--- src/rtl/parallel_to_serial_pkg.sv ---
// Shared types for the parallel_to_serial block.
// FSM state encoding and counter-width helper.
package parallel_to_serial_pkg;

    typedef enum logic {
        IDLE  = 1'b0,
        SHIFT = 1'b1
    } p2s_state_t;

    function automatic int cnt_width(input int w);
        return (w > 2) ? $clog2(w) : 1;
    endfunction

endpackage

--- src/rtl/p2s_hold_reg.sv ---
// One-entry holding register for parallel_to_serial.
// Push and pop are never requested together by the parent.
module p2s_hold_reg
    import parallel_to_serial_pkg::*;
#(
    parameter int width = 8
) (
    input  logic             clk,
    input  logic             rst,
    input  logic             i_push,
    input  logic             i_pop,
    input  logic [width-1:0] i_data,
    output logic [width-1:0] o_data,
    output logic             o_full
);

    logic [width-1:0] r_data;
    logic             r_full;

    always_ff @(posedge clk or negedge rst) begin
        if (!rst) begin
            r_data <= '0;
            r_full <= 1'b0;
        end else if (i_push) begin
            r_data <= i_data;
            r_full <= 1'b1;
        end else if (i_pop) begin
            r_full <= 1'b0;
        end
    end

    assign o_data = r_data;
    assign o_full = r_full;

endmodule

--- src/rtl/parallel_to_serial.sv ---
// Parallel word to LSB-first serial stream with one-word holding register.
// Optional serial_last output: define PARALLEL_TO_SERIAL_LAST_EN.
module parallel_to_serial
    import parallel_to_serial_pkg::*;
#(
    parameter int width = 8
) (
    input  logic             clk,
    input  logic             rst,
    input  logic             parallel_valid,
    output logic             parallel_ready,
    input  logic [width-1:0] parallel_data,
    output logic             serial_valid,
    output logic             serial_data
`ifdef PARALLEL_TO_SERIAL_LAST_EN
    ,
    output logic             serial_last
`endif
);

    localparam int            CW   = cnt_width(width);
    localparam logic [CW-1:0] LAST = CW'(width - 1);

    p2s_state_t       r_state;
    logic [width-1:0] r_shift;
    logic [CW-1:0]    r_count;
    logic             r_serial_valid;
    logic             r_serial_data;

    logic             w_accept;
    logic             w_on_last;
    logic             w_push;
    logic             w_pop;
    logic             w_load;
    logic             w_hold_full;
    logic [width-1:0] w_hold_data;
    logic [width-1:0] w_load_data;
    logic [CW-1:0]    w_count_inc;

    assign parallel_ready = rst && !w_hold_full;
    assign w_accept       = parallel_valid && parallel_ready;
    assign w_on_last      = (r_state == SHIFT) && (r_count == LAST);
    assign w_push         = w_accept && (r_state == SHIFT) && !w_on_last;
    assign w_pop          = w_on_last && w_hold_full;
    // Held word has priority; it was accepted before anything offered now.
    assign w_load         = w_on_last && (w_hold_full || w_accept);
    assign w_load_data    = w_hold_full ? w_hold_data : parallel_data;
    assign w_count_inc    = r_count + CW'(1);

    p2s_hold_reg #(
        .width (width)
    ) u_hold (
        .clk    (clk),
        .rst    (rst),
        .i_push (w_push),
        .i_pop  (w_pop),
        .i_data (parallel_data),
        .o_data (w_hold_data),
        .o_full (w_hold_full)
    );

    always_ff @(posedge clk or negedge rst) begin
        if (!rst) begin
            r_state        <= IDLE;
            r_shift        <= '0;
            r_count        <= '0;
            r_serial_valid <= 1'b0;
            r_serial_data  <= 1'b0;
        end else begin
            unique case (r_state)
                IDLE: begin
                    if (w_accept) begin
                        r_state        <= SHIFT;
                        r_shift        <= parallel_data;
                        r_count        <= '0;
                        r_serial_valid <= 1'b1;
                        r_serial_data  <= parallel_data[0];
                    end
                end
                SHIFT: begin
                    if (!w_on_last) begin
                        r_shift       <= r_shift >> 1;
                        r_count       <= w_count_inc;
                        r_serial_data <= r_shift[1];
                    end else if (w_load) begin
                        r_shift       <= w_load_data;
                        r_count       <= '0;
                        r_serial_data <= w_load_data[0];
                    end else begin
                        r_state        <= IDLE;
                        r_count        <= '0;
                        r_serial_valid <= 1'b0;
                        r_serial_data  <= 1'b0;
                    end
                end
            endcase
        end
    end

    assign serial_valid = r_serial_valid;
    assign serial_data  = r_serial_data;

`ifdef PARALLEL_TO_SERIAL_LAST_EN
    logic r_last;

    always_ff @(posedge clk or negedge rst) begin
        if (!rst) begin
            r_last <= 1'b0;
        end else if ((r_state == SHIFT) && !w_on_last) begin
            r_last <= (w_count_inc == LAST);
        end else begin
            r_last <= 1'b0;
        end
    end

    assign serial_last = r_last;
`endif

endmodule

--- config.mk ---
export PLATFORM = sky130hd
export DESIGN_NAME = parallel_to_serial
export DESIGN_NICKNAME = d
export VERILOG_FILES = /design/src/rtl/parallel_to_serial_pkg.sv /design/src/rtl/p2s_hold_reg.sv /design/src/rtl/parallel_to_serial.sv
export SDC_FILE = /design/constraint.sdc
export NUM_CORES = 1
export LEC_CHECK = 0
export CAP_MARGIN = 40
export CORE_MARGIN = 2
export CORE_UTILIZATION = 25
export CTS_BUF_LIST = sky130_fd_sc_hd__clkbuf_4 sky130_fd_sc_hd__clkbuf_8
export DETAILED_ROUTE_END_ITERATION = 8
export PLACE_DENSITY = 0.44
export SYNTH_ARGS = -nofsm -noshare
export SYNTH_HDL_FRONTEND = slang
export SYNTH_SLANG_ARGS = --single-unit
--- constraint.sdc ---
create_clock -name clk -period 4.85 [get_ports clk]
set_input_delay 0.485 -clock clk [delete_from_list [all_inputs] [get_ports clk]]
set_output_delay 0.485 -clock clk [all_outputs]
set_load 0.005 [all_outputs]
==> results of run 1 <==
[cell usage in the layout (no fill, tap or decap), types with 2 or more instances in the layout]
cell              n
nor2b_1           2
dfrtp_1          22
nor2_1            7
nand2_1           5
clkdlybuf4s50_1  13
a22o_1           12
ha_1              2
a21oi_1           3
mux2_2            8
o21ai_0          10
nand4_1           3
clkbuf_8          4
and3b_1           7
[stage by stage]
step / setup slack, ps / hold WS, ps / power, mW / instances / cell area, um^2
6_report: 2040 / 502 / 0.808 / 166 / 1360
5_1_grt: 1890 / 515 / 0.880 / 166 / 1360
4_1_cts: 1990 / 509 / 0.820 / 166 / 1360
3_5_place_dp: 2010 / 489 / 0.685 / 162 / 1310
3_3_place_gp: 2020 / 483 / 0.679 / 162 / 1310
2_1_floorplan: 3240 / 189 / 0.607 / 104 / 1150
[worst max-delay path: cells and delay by family]
kind                   cells  cell delay, ps
and+or+nand+nor            1             160
buffers and inverters      3            1670
[per-layer routing]
metal | up-vias | global-route usage, %
li1 | 403 | -
met1 | 419 | 14.1
met2 | 14 | 18.4
met3 | 4 | 3.38
met4 | 0 | 2.52
met5 | - | 0
[final timing paths]
| kind | to | slack (ps) | cells past startpoint |
|---|---|---|---|
| max in group asynchronous | r_state | 3650 | 2 |
| min in group asynchronous | r_count[2] | 570 | 1 |
| worst max register to register | r_shift[7] | 2500 | 6 |
| worst min-delay path | u_hold.o_data[3] | 500 | 1 |
| worst max-delay path | parallel_ready | 2040 | 4 |
| worst min register to register | u_hold.o_data[3] | 500 | 1 |
[flip-flops by register name (all words and copies together) (netlist names)]
register / flops
r_count: 3
r_shift: 7
u_hold.o_data: 8
serial_data: 1
u_hold.o_full: 1
serial_valid: 1
r_state: 1
[kinds of logic after synthesis]
logic type,after synthesis
AOI/OAI and AO/OA,31
and+or+nand+nor,31
DFF,22
buffers and inverters,10
muxes,8
adders and majority gates,2
[layout make-up]
type | instances | area [um^2] | area share [%]
Inverter | 2 | 7.51 | 0.552
Timing Repair Buffer | 14 | 138 | 10.1
Tap cell | 52 | 65.1 | 4.78
Sequential cell | 22 | 551 | 40.5
Multi-Input combinational cell | 72 | 544 | 40.0
Clock buffer | 4 | 55.1 | 4.05
[power groups by stage]
stage / clock, mW / combinational [mW] / sequential, mW
2_1_floorplan: 0 / 0.294 / 0.313
3_3_place_gp: 0 / 0.314 / 0.365
3_5_place_dp: 0 / 0.317 / 0.368
4_1_cts: 0.139 / 0.316 / 0.365
5_1_grt: 0.148 / 0.351 / 0.381
6_report: 0.133 / 0.310 / 0.364
==> metrics, run 1 <==
run status complete, no violations; CTS H-tree lvls 1; clk buf depth 2; Compound-Gate Fraction of Synth Area 19.6%; clk slew on worst S/H paths 80 ps; EDFF count, synth 0; all-layer global routing usage 11.0%; sw power 277 uW; sequential share of the synthesized area roughly 48%; Net Sw Frac 34.3%; CP Cell Sequence clkdlybuf4s50_1 -> buf_4 -> nor2b_1 -> clkdlybuf4s50_1; Ant. Diodes 0; number of buffers added on ports 13; gr ovfl total 0; Synth Area in Simple Gates 17.8%; CP Class in -> out; Worst EP required 4370 ps; Synth area leaders dfrtp_1, a22o_1, mux2_2; CTS buffer count 3; Logic pwr share 38.4%; M1 WL between 1000 and 1500 um; Slew Limit Headroom 41.0%; Initial Util between 20% and 30%; Post-synth ARST share 100%; initial antenna violation count 0; Synth Instances 104; top-count cell post-synth dfrtp_1; Leakage Power 0.597 nW; Initial DRT Pass Iterations 6; most used flip-flop cell after synthesis dfrtp_1; Util after Layout 31.0%; WL/cell 15.0 um; synthesized flop and latch total 22; CP startpoint rst; Fin Setup TNS 0 ps; Final nets about 130; Tcrit/Tclk final 57.9%; WL final 2490 um; first-pass GRT wire length ~4300 um; post-CTS resize count 0; Root Driver clkbuf_8; HP Class reg -> reg; slowest CP cell clkdlybuf4s50_1; CP Capture Type primary output; Post-Syn Nets ~120; Die Width 71.7 um; postcts setup bufs 0; Worst EP arrival between 2000 and 2500 ps; Final setup viols 0; cell seen most often among critical-path stages clkdlybuf4s50_1; vias in the first global route 862; Vias/cell roughly 5.1; Hold Vio Cnt, Final 0; Routed Antenna Nets 0; I/O pin cnt 14; synth cell count leaders dfrtp_1, a22o_1, o21ai_0, mux2_2; Die Ht 71.7 um; Syn Area/Cell ~11 um^2; routed wl met3 92 um; Peak VDD IR 203 uV; Crit Path Max Fanout 15; Synth area leader dfrtp_1; Sink Count 22; max-cap viol count 0; Worst-Margin Slew 885 ps; Yosys cell types 29; Power Dens Cells 594 nW/um^2; Synthesis Warnings 0; power share of the clock group 16.5%; Core Area between 4000 and 5000 um^2; post-synthesis cell area 1150 um^2; unrepaired setup endpoints after global routing no; XOR/XNOR Fraction of Synth Area 0%; std cell rows 24; Layout area overhead 18.5%; Post-Synth Adder-Cell Area around 2.2%; largest net degree at the start of global routing 28; Worst path max stage delay between 800 and 900 ps; top cell type's share of synthesized area about 48%; reg2reg start r_count[0]; post-synthesis mux area share 7.85%; hold wc startpoint u_hold.o_data[3]; DR iter-0 viols 53; post-route clock skew 3.89 ps; min cycle time layout between 2000 and 3000 ps; main combinational cell family by area after synthesis compound AO/OA/AOI/OAI gates; CTS tree done; register share of total power 45.1%; Final Max Slew Viols 0; DR vias 840; die area 5150 um^2; HPWL Detailed 1580 um; P_int 530 uW; met2 routed WL 1240 um; startpoint types primary input; detailed-route DRC error count 0; gpl congestion 0.693; Peak Freq between 300 and 400 MHz; Post-CTS Hold Buffers 0; share of layout cells above drive strength 1 15.8%; Fillers 451; top sig layer met4; Clk Latency, worst-skew pair 260 ps
Note: power is estimated with default switching activity, not from simulation.
==> run 2: changes to the inputs <==
- PLACE_DENSITY: 0.44 -> 0.46
- clock period: 4.85 -> 2.5 ns (I/O delays scaled with it)
==> run 2 against run 1 <==
Net effect: sequential power increased by 79%; total power rose by 110%; die area stayed put; clock skew fell by 2.0 ps; via count rose by 2.4%; first-iteration DRC count up 3.8%; sequential share of layout area decreased by 1.3 points; clock power up 150%; utilization increased by 1.1 points; setup slack got worse by 1600 ps; clock-buffer cell count is 1 lower; final cell count grew 2.4%; critical endpoint unchanged; highest routed layer unchanged.
==> metrics, run 2 (synthesis gave the netlist of run 1 again) <==
Final setup viols 0 (unchanged); sw power 548 uW (was 277 uW); all-layer global routing usage 10.9% (was 11.0%); gpl congestion 0.741 (was 0.693); Layout area overhead 22.6% (was 18.5%); I/O pin cnt 14 (unchanged); Die Ht 71.7 um (unchanged); DR iter-0 viols 55 (was 53); most frequent cells in the layout dfrtp_1, clkdlybuf4s50_1, a22o_1 (unchanged); Logic pwr share 41.1% (was 38.4%); Net Sw Frac 32.9% (was 34.3%); Tcrit/Tclk final 81.4%; Leakage Power 0.623 nW (was 0.597 nW); largest net degree at the start of global routing 27 (was 28); run status complete, no violations (unchanged); Design Power 1.67 mW (was 808 uW); Core Area 4380 um^2 (unchanged); P_int 1.12 mW (was 530 uW); max reg flops 8 (unchanged); startpoint types primary input (unchanged); Die Width 71.7 um (unchanged); die area 5150 um^2 (unchanged); Worst EP required 2250 ps (was 4370 ps); non-filler cells, final 170 (was 166); number of buffers added on ports 13 (unchanged); std cell rows 24 (unchanged); Initial Util 26.2% (unchanged); power share of the clock group 19.8% (was 16.5%); CP startpoint rst (unchanged); share of layout cells above drive strength 1 18.6% (was 15.8%); Post-CTS Hold Buffers 0 (unchanged); placed insts 166 (was 162); reg2reg start r_count[0] (unchanged); HP Class in -> async (was reg -> reg); first-pass GRT wire length 4370 um (was 4340 um); gr ovfl total 0 (unchanged); Clk Latency, worst-skew pair 260 ps (about the same); HPWL Detailed 1770 um (was 1580 um); clk buf depth 2 (unchanged); Final Max Slew Viols 0 (unchanged); Vias/cell 5.06 (about the same); CTS tree done (unchanged); Peak VDD IR 344 uV (was 203 uV); CTS buffer count 3 (unchanged); WL/cell 14.9 um (was 15.0 um); Root Driver clkbuf_8 (unchanged); Worst EP arrival 1790 ps (was 2320 ps); Worst-Margin Slew 599 ps (was 885 ps); CP Capture Type primary output (unchanged); initial antenna violation count 0 (unchanged); CTS H-tree lvls 1 (unchanged); Initial DRT Pass Iterations 4 (was 6); clk slew on worst S/H paths 80 ps (about the same); post-CTS resize count 0 (unchanged); postcts setup bufs 0 (unchanged); DR vias 860 (was 840); unrepaired setup endpoints after global routing no (unchanged); WL final 2540 um (was 2490 um); Sink Count 22 (unchanged); Crit Path Max Fanout 12 (was 15); register share of total power 39.1% (was 45.1%); Routed Antenna Nets 0 (unchanged); Peak Freq 491 MHz; Fin Setup TNS 0 ps (unchanged); Final nets 132 (was 128); vias in the first global route 952 (was 862); detailed-route DRC error count 0 (unchanged); min cycle time layout 2040 ps; commonest non-fill, non-tap cell in the layout dfrtp_1 (unchanged); Ant. Diodes 0 (unchanged); post-route clock skew 1.90 ps (was 3.89 ps); Slew Limit Headroom 60.1% (was 41.0%); max-cap viol count 0 (unchanged); Hold Vio Cnt, Final 0 (unchanged); CP Class in -> out (unchanged); Power Dens Cells 1180 nW/um^2 (was 594 nW/um^2)
-- run 2: changes by cell type in the layout (fill, tap and decap cells not counted) --
cell and delta:
bufinv_16 +1, clkbuf_8 -1, buf_4 +4
-- run 2: path summary, 6_finish.rpt --
check                                    to  slack (ps)  cells after the start
setup reg to reg                 r_shift[7]         550                      6
hold / removal                      r_state         470                      2
min in group clk           u_hold.o_data[3]         500                      1
hold reg to reg            u_hold.o_data[3]         500                      1
setup / recovery             parallel_ready         460                      4
max in group asynchronous  u_hold.o_data[3]        1840                      2
-- run 2: final cells by class --
cell class / instances / area, um^2
Sequential cell: 22 / 551
Inverter: 2 / 7.51
Clock inverter: 1 / 30.0
Clock buffer: 3 / 41.3
Fill cell: 459 / 2980
Timing Repair Buffer: 18 / 168
Tap cell: 52 / 65.1
Multi-Input combinational cell: 72 / 544
-- run 2: power by group through the flow --
stage          sequential (mW)  combinational, mW  clock, mW
2_1_floorplan            0.608              0.570          0
3_3_place_gp             0.655              0.678          0
3_5_place_dp             0.656              0.699          0
4_1_cts                  0.652              0.695      0.346
5_1_grt                  0.675              0.781      0.362
6_report                 0.651              0.685      0.330
-- run 2: worst max-delay path, stage by stage --
cell	delay [ps]
clkdlybuf4s50_1	610
buf_4	260
nor2b_1	150
clkdlybuf4s50_1	510
-- run 2: metal layers --
layer	wire length [um]	GRT usage, %
met5	0	0
met4	33	5.03
met3	47	0.985
met2	1250	18.4
met1	1200	14.0
-- run 2: through the flow --
stage               instance area (um^2)  hold WS (ps)  utilization [%]  setup WS, ps
detailed placement                  1340           488             30.5           414
CTS                                 1410           485             32.1           418
global route                        1410           493             32.1           344
global placement                    1340           481             30.5           460
finish                              1410           469             32.1           464
floorplan                           1150         -45.6                -           894
